<file path="config.mk">
export PLATFORM = sky130hd
export DESIGN_NAME = mips_muldiv_unit
export DESIGN_NICKNAME = d
export VERILOG_FILES = /design/src/rtl/mips_muldiv_unit.sv
export SDC_FILE = /design/constraint.sdc
export NUM_CORES = 1
export LEC_CHECK = 0
export ABC_AREA = 1
export CORE_MARGIN = 3
export CORE_UTILIZATION = 40
export DETAILED_ROUTE_END_ITERATION = 10
export PLACE_DENSITY_LB_ADDON = 0.15
export SYNTH_ARGS = -nofsm -noshare
export SYNTH_HDL_FRONTEND = slang
export SYNTH_SLANG_ARGS = --single-unit
</file>
<file path="constraint.sdc">
create_clock -name clk -period 7.3 [get_ports clk]
set_input_delay 1.095 -clock clk [delete_from_list [all_inputs] [get_ports clk]]
set_output_delay 1.095 -clock clk [all_outputs]
set_load 0.005 [all_outputs]
</file>
<file path="src/rtl/mips_muldiv_unit.sv">
// Iterative MULT/MULTU/DIV/DIVU unit: one shift-add or restoring shift-subtract step per clock.
// Optional flush input (abort in RUN/FINISH) is compiled in with `define MULDIV_FLUSH_EN.
module mips_muldiv_unit #(
    parameter int unsigned WIDTH = 32
) (
    input  logic             clk,
    input  logic             rst_n,
`ifdef MULDIV_FLUSH_EN
    input  logic             flush,
`endif
    input  logic             start,
    input  logic [1:0]       op,
    input  logic [WIDTH-1:0] op1,
    input  logic [WIDTH-1:0] op2,
    output logic             busy,
    output logic             done,
    output logic [WIDTH-1:0] hi,
    output logic [WIDTH-1:0] lo,
    output logic             div_by_zero
);

    localparam int unsigned CW = $clog2(WIDTH + 1);

    typedef enum logic [1:0] {S_IDLE, S_RUN, S_FINISH} state_t;

    state_t             state_q, state_d;
    logic [CW-1:0]      cnt_q, cnt_d;
    logic               is_div_q, is_div_d;
    logic               neg_q, neg_d;
    logic               nrem_q, nrem_d;
    logic               zero_q, zero_d;
    logic [WIDTH-1:0]   raw_q, raw_d;
    logic [WIDTH-1:0]   b_q, b_d;
    logic [2*WIDTH-1:0] acc_q, acc_d;
    logic [WIDTH-1:0]   hi_q, hi_d;
    logic [WIDTH-1:0]   lo_q, lo_d;
    logic               done_q, done_d;
    logic               dbz_q, dbz_d;

    logic               a_neg, b_neg;
    logic [WIDTH-1:0]   a_mag, b_mag;
    logic [WIDTH:0]     mul_sum;
    logic [WIDTH:0]     trial, diff;
    logic               qbit;
    logic [2*WIDTH-1:0] mul_next, div_next;
    logic [2*WIDTH-1:0] prod;
    logic [WIDTH-1:0]   quo, rem, res_hi, res_lo;

    // Signed magnitudes: the most negative value negates to itself, read as unsigned 2^(WIDTH-1).
    assign a_neg = op[0] & op1[WIDTH-1];
    assign b_neg = op[0] & op2[WIDTH-1];
    assign a_mag = a_neg ? -op1 : op1;
    assign b_mag = b_neg ? -op2 : op2;

    // acc holds {partial product, remaining multiplier} or {partial remainder, dividend/quotient}.
    assign mul_sum  = {1'b0, acc_q[2*WIDTH-1:WIDTH]} + (acc_q[0] ? {1'b0, b_q} : '0);
    assign mul_next = {mul_sum, acc_q[WIDTH-1:1]};

    assign trial    = acc_q[2*WIDTH-1:WIDTH-1];
    assign diff     = trial - {1'b0, b_q};
    assign qbit     = ~diff[WIDTH];
    assign div_next = {(qbit ? diff[WIDTH-1:0] : trial[WIDTH-1:0]), acc_q[WIDTH-2:0], qbit};

    assign prod   = neg_q  ? -acc_q : acc_q;
    assign quo    = neg_q  ? -acc_q[WIDTH-1:0] : acc_q[WIDTH-1:0];
    assign rem    = nrem_q ? -acc_q[2*WIDTH-1:WIDTH] : acc_q[2*WIDTH-1:WIDTH];
    // Divide by zero bypasses sign correction: raw dividend in hi, all ones in lo.
    assign res_hi = !is_div_q ? prod[2*WIDTH-1:WIDTH] : (zero_q ? raw_q : rem);
    assign res_lo = !is_div_q ? prod[WIDTH-1:0]       : (zero_q ? '1    : quo);

    always_comb begin
        state_d  = state_q;
        cnt_d    = cnt_q;
        is_div_d = is_div_q;
        neg_d    = neg_q;
        nrem_d   = nrem_q;
        zero_d   = zero_q;
        raw_d    = raw_q;
        b_d      = b_q;
        acc_d    = acc_q;
        hi_d     = hi_q;
        lo_d     = lo_q;
        done_d   = 1'b0;
        dbz_d    = dbz_q;
        case (state_q)
            S_IDLE: begin
                if (start) begin
                    state_d  = S_RUN;
                    cnt_d    = CW'(WIDTH);
                    is_div_d = op[1];
                    neg_d    = a_neg ^ b_neg;
                    nrem_d   = a_neg;
                    zero_d   = op[1] & (op2 == '0);
                    raw_d    = op1;
                    b_d      = b_mag;
                    acc_d    = {{WIDTH{1'b0}}, a_mag};
                    dbz_d    = 1'b0;
                end
            end
            S_RUN: begin
`ifdef MULDIV_FLUSH_EN
                if (flush) state_d = S_IDLE; else
`endif
                begin
                    acc_d = is_div_q ? div_next : mul_next;
                    cnt_d = cnt_q - CW'(1);
                    if (cnt_q == CW'(1)) state_d = S_FINISH;
                end
            end
            S_FINISH: begin
`ifdef MULDIV_FLUSH_EN
                if (flush) state_d = S_IDLE; else
`endif
                begin
                    hi_d    = res_hi;
                    lo_d    = res_lo;
                    dbz_d   = zero_q;
                    done_d  = 1'b1;
                    state_d = S_IDLE;
                end
            end
            default: state_d = S_IDLE;
        endcase
    end

    always_ff @(posedge clk or negedge rst_n) begin
        if (!rst_n) begin
            state_q  <= S_IDLE;
            cnt_q    <= '0;
            is_div_q <= 1'b0;
            neg_q    <= 1'b0;
            nrem_q   <= 1'b0;
            zero_q   <= 1'b0;
            raw_q    <= '0;
            b_q      <= '0;
            acc_q    <= '0;
            hi_q     <= '0;
            lo_q     <= '0;
            done_q   <= 1'b0;
            dbz_q    <= 1'b0;
        end else begin
            state_q  <= state_d;
            cnt_q    <= cnt_d;
            is_div_q <= is_div_d;
            neg_q    <= neg_d;
            nrem_q   <= nrem_d;
            zero_q   <= zero_d;
            raw_q    <= raw_d;
            b_q      <= b_d;
            acc_q    <= acc_d;
            hi_q     <= hi_d;
            lo_q     <= lo_d;
            done_q   <= done_d;
            dbz_q    <= dbz_d;
        end
    end

    assign busy        = (state_q != S_IDLE);
    assign done        = done_q;
    assign hi          = hi_q;
    assign lo          = lo_q;
    assign div_by_zero = dbz_q;

endmodule
</file>
Word-level counts from Yosys, hierarchy flattened
Index checks and enable logic that the tools add are counted.

word-level totals
  bits in registers = 206
  input bits = 69
  output and inout bits = 67
  word-level logic and storage cells = 62

operators by class
  $add $sub $neg = 8
  equality and inequality tests = 5
  multiplexer cells = 22
  bitwise logic cells = 5
  reduce and logical (&&, ||, !) cells = 9

operators with widths
  operator                                              count
  2-to-1 mux 32 bit                                     10
  2-to-1 mux 64 bit                                     3
  negator 32 bit                                        4
  one-hot mux 64 bit (2 select lines)                   1
  negator 64 bit                                        1
  adder 32 x 32 -> 33 bit                               1
  subtractor 33 x 32 -> 33 bit                          1
  logical NOT 32 bit                                    1
  one-hot mux 6 bit (2 select lines)                    1
  AND reduction 2 bit                                   4
  equality test 6 x 1 -> 1 bit (second input constant)  1
  2-to-1 mux 6 bit                                      1
  nonzero test 2 bit                                    3
  subtractor 6 x 1 -> 6 bit (second input constant)     1
  2-to-1 mux 2 bit                                      2
  != test 2 bit (second input constant)                 2
  one-hot mux 2 bit (2 select lines)                    1
  bitwise AND 1 bit                                     3
  equality test 2 x 1 -> 1 bit (second input constant)  1
  equality test 2 bit (second input constant)           1
  logical NOT 2 bit                                     1
  2-to-1 mux 1 bit                                      2
  one-hot mux 1 bit (2 select lines)                    1
  inverter 1 bit                                        1
  XOR 1 bit                                             1

Depth between registers and ports, before layout
  word-level depth = 4
  gate-level depth with buffers = 20
  gate-level depth less buffers = 18

Worst setup path before layout
OpenSTA, ideal clock, no wires.

  path kind = input to register
  start = in op1[1]
  end = reg acc_q[22]
  setup time = 0.122 ns
  data arrival time = 2.472 ns
  data required time = 7.178 ns
  path slack = 4.705 ns
  stages on the path = 12
  buffers on the path = 0
  cells stage by stage = inv_1 -> ha_1 -> nand3_1 -> nor2_2 -> nand3_1 -> nor2_1 -> nand2_1 -> nand2_1 -> o21ai_1 -> or2_0 -> nand2_1 -> a21boi_1

between the ends
  cells in the longest elaborated chain, start to end = 4

ends and longest elaborated chain
  element                              RTL line  source
  start, declared                      13        input logic [WIDTH-1:0] op1,
  negator 32 bit                       52        assign a_mag = a_neg ? -op1 : op1;
  2-to-1 mux 32 bit                    52
  2-to-1 mux 64 bit                    87        if (start) begin
  one-hot mux 64 bit (2 select lines)  85        case (state_q)
  end signal, assigned                 136       acc_q <= '0;
  end signal, assigned                 150       acc_q <= acc_d;
  end, declared                        34        logic [2*WIDTH-1:0] acc_q, acc_d;

No other way between the ends. The select of a mux whose other input is x is not followed.
A chain may end at the register's enable or synchronous reset.

Worst setup path after layout
  start = in op[0]
  end = reg acc_q[21]

between the ends
  cells in the longest elaborated chain, start to end = 4

ends and longest elaborated chain
  element                              RTL line  source
  start, declared                      12        input logic [1:0] op,
  bitwise AND 1 bit                    50        assign a_neg = op[0] & op1[WIDTH-1];
  2-to-1 mux 32 bit                    52
  2-to-1 mux 64 bit                    87
  one-hot mux 64 bit (2 select lines)  85

No other way between the ends. The select of a mux whose other input is x is not followed.

==> results.toml <==
[synth]
ys_ff_latch = 206
ys.flop_type = "dfrtp_1"
synth_nets = 3509
async_flop_share = 1.00
synth-warning-count = 0
ys_seq_area_frac = 0.262
syn_avg_cell_area_um2 = 5.83
synth.distinct_cells = 56
netlist_area_um2 = 19600
synth_edf_count = 0
syn_inst = 3368

[setup_path]
path_class = "input pin to flop"
reg2reg_slack_ns = 3.99
cpMostUsedCell = "nand2_1"
required_ns = 7.72
cp-start-kind = "input pin"
end_kind = "flop"
rr_worst_depth = 14
slowest_delay_ns = 0.86
reg2reg_from = "acc_q[50]$_DFFE_PN0P_"
path_cells = "clkdlybuf4s50_1, nand2_1, inv_1, nand2_1, nand2_1, a21oi_2, inv_1, nand2_1, nand3_1, nand2_1, nand2_1, o21ai_1"
r2r-end = "acc_q[60]$_DFFE_PN0P_"
cp_max_fo = 30
arrival_ns = 3.79
crit_slowest_cell = "inv_1"

[sta]
whs_ns = 0.477
rsz0062_at_grt = "no"
finalClockSkew_ns = 0.0146
period_needed_ns = 3.37
worstMarginPinSlew_ns = 1.20
timing.fmax_mhz = 296
relSlewSlack = 0.190
tns_ns = 0
drv_slew = 0
setup_viol = 0
report.final.hold_viol_count = 0
finalCritPeriodShare = 0.462

[routing]
drt_wl_total_mm = 87.7
viasPerCell = 5.43
ant_nets = 0
drt-initial-drc-count = 2433
dr.pass1.iters = 6
drc = 0
routedWlPerCell_um = 21.3
dr_total_vias = 22352

[floorplan]
die_y_um = 228
coreArea_um2 = 48100
die_w_um = 228
ios = 136
start_util = 0.408
core.rowCount = 80
die_area_um2 = 51800

[power]
p_int_uw = 5030
p_sw_uw = 7290
powerDensity_nw_per_um2 = 551
power_frac_seq = 0.198
vdd_drop_max_uv = 379
p_leak_uw = 0.0118
p_sw_frac = 0.592
combPwrFrac = 0.696
clkPwrFrac = 0.106

[hold_path]
holdPathStages = 2
hold_class = "flop to flop"
min-delay-start = "hi[9]$_DFFE_PN0P_"
hold_end = "hi[9]$_DFFE_PN0P_"

[placement]
hpwl_mm = 68.5
gp_congestion = 0.982
postPlaceCellArea_um2 = 21500
port_buffers = 135

[run]
cap_viol_max_count = 0

[cts]
ctsResizeCount = 0
cts_root_buf = "clkbuf_16"
clock_latency_ns = 0.58
cts.sinks = 206
cts_tree = "built"
postCtsSetupBuffers = 0
cts_buffers = 27
ctsHtreeMaxLevel = 1
clockBufferDepth = 3
ctsHoldBuffers = 0
cts.reportedPaths.clkPinSlew_ns = 0.06

[final_layout]
diodes = 0
syn_to_final_growth_pct = 13.9
final_core_util = 0.465
drive_gt1_frac = 0.0448
finish.net_count = 3583
fill_cells = 5197
final_cell_area_um2 = 22400
layout_common_cells = "nand2_1 (1105), inv_1 (534), nor2_1 (350)"
final_common_cell = "nand2_1"

[global_routing]
antenna_found_initial = 1
grt_pass1_vias = 20586
grt-ovfl-total = 0
grt_max_degree = 123
grt_usage = 0.334
grt_pass1_wl_mm = 131

[outcome]
status = "finished, final reports clean"
[how the worst max path moves through the flow]
stage,startpoint,cells past startpoint,slack [ns],end
final,op[0],12,3.93,acc_q[21]$_DFFE_PN0P_
after floorplan,op1[1],12,4.71,acc_q[22]$_DFFE_PN0P_
after global routing,op[0],12,3.67,acc_q[21]$_DFFE_PN0P_
after global placement,op[0],12,3.39,acc_q[21]$_DFFE_PN0P_
after CTS,op[0],12,4.02,acc_q[21]$_DFFE_PN0P_
after detailed placement,op[0],12,3.41,acc_q[21]$_DFFE_PN0P_
[stage by stage]
| step | total power, uW | worst slack [ns] | cells |
|---|---|---|---|
| final | 12300 | 3.93 | 4116 |
| after global routing | 13400 | 3.67 | 4116 |
| after CTS | 12200 | 4.02 | 4116 |
| after detailed placement | 10800 | 3.41 | 4069 |
| after global placement | 10800 | 3.39 | 4069 |
| after floorplan | 7930 | 4.71 | 3368 |
[logic make-up after synthesis]
family | Yosys count | synth area share
AND/OR/NAND/NOR | 1880 | 0.399
multiplexers | 2 | 0.00102
adder cells (fa/ha/maj) | 72 | 0.0466
AO/OA/AOI/OAI | 473 | 0.130
flip-flops | 206 | 0.262
XOR/XNOR | 70 | 0.0312
buffers and inverters | 665 | 0.130
[worst max-delay path, delay by kind of cell]
family	cells	cell delay (ns)
AO/OA/AOI/OAI	2	0.17
buffers and inverters	3	1.49
AND/OR/NAND/NOR	7	1.02
[per-layer routing]
layer  global-route usage  wire (um)  vias up
met5                    0          0        -
met4               0.0968       2740        0
met3               0.0590       7850      126
met2                0.494      36700      990
met1                0.499      40500    10552
li1                     -          -    10684
[registers in the layout, summed over array words and instances (netlist names)]
name	flops
raw_q	32
neg_q	1
hi	32
zero_q	1
state_q	2
cnt_q	6
nrem_q	1
b_q	32
div_by_zero	1
is_div_q	1
acc_q	64
lo	32
done	1
[layout make-up]
| type | count | area [um^2] | area share |
|---|---|---|---|
| repair buffers | 158 | 1540 | 0.0689 |
| clock inverters | 11 | 75.1 | 0.00335 |
| well taps | 656 | 821 | 0.0367 |
| clock buffers | 36 | 759 | 0.0339 |
| inverters | 552 | 2070 | 0.0926 |
| multi-input cells | 2497 | 12000 | 0.534 |
| flip-flops and latches | 206 | 5160 | 0.230 |
[cell usage after synthesis (2+ instances only)]
library cell / instances / share of area
o21ai_0: 213 / 0.054
xor2_1: 54 / 0.024
nand2_4: 4 / 0.0023
a21boi_0: 4 / 0.0015
o22ai_1: 12 / 0.0038
o21bai_1: 5 / 0.0019
buf_2: 13 / 0.0033
a22oi_1: 9 / 0.0034
o211ai_1: 9 / 0.0034
o221ai_1: 2 / 0.00089
nand3_4: 2 / 0.0018
nor4_1: 3 / 0.00096
buf_4: 2 / 0.00076
or2_2: 6 / 0.0019
inv_1: 534 / 0.10
nor2_4: 5 / 0.0029
dfrtp_1: 206 / 0.26
clkbuf_1: 81 / 0.015
nor2_1: 351 / 0.067
and2_1: 7 / 0.0022
o31ai_1: 2 / 0.00076
nand4_1: 31 / 0.0099
nand2_2: 28 / 0.0089
o21ai_2: 2 / 0.00089
nand3b_1: 11 / 0.0042
a31oi_1: 14 / 0.0045
nand2_1: 1106 / 0.21
clkinv_1: 2 / 0.00038
ha_1: 70 / 0.045
a21o_1: 3 / 0.0011
nand3_2: 4 / 0.0020
nor3_1: 27 / 0.0069
nor2_2: 10 / 0.0032
mux2i_1: 2 / 0.0010
buf_12: 2 / 0.0020
nand3_1: 281 / 0.072
a21oi_1: 175 / 0.045
fa_1: 2 / 0.0020
o21ai_1: 14 / 0.0036
xnor2_1: 16 / 0.0071
inv_2: 16 / 0.0031
buf_1: 14 / 0.0027
[power groups by stage]
stage                     registers [uW]  clock network (uW)  logic, uW
final                               2440                1300       8580
after detailed placement            2420                   0       8380
after global placement              2410                   0       8360
after CTS                           2400                1320       8430
after global routing                2470                1370       9550
after floorplan                     1960                   0       5970
Power figures use the tool's default switching activity.
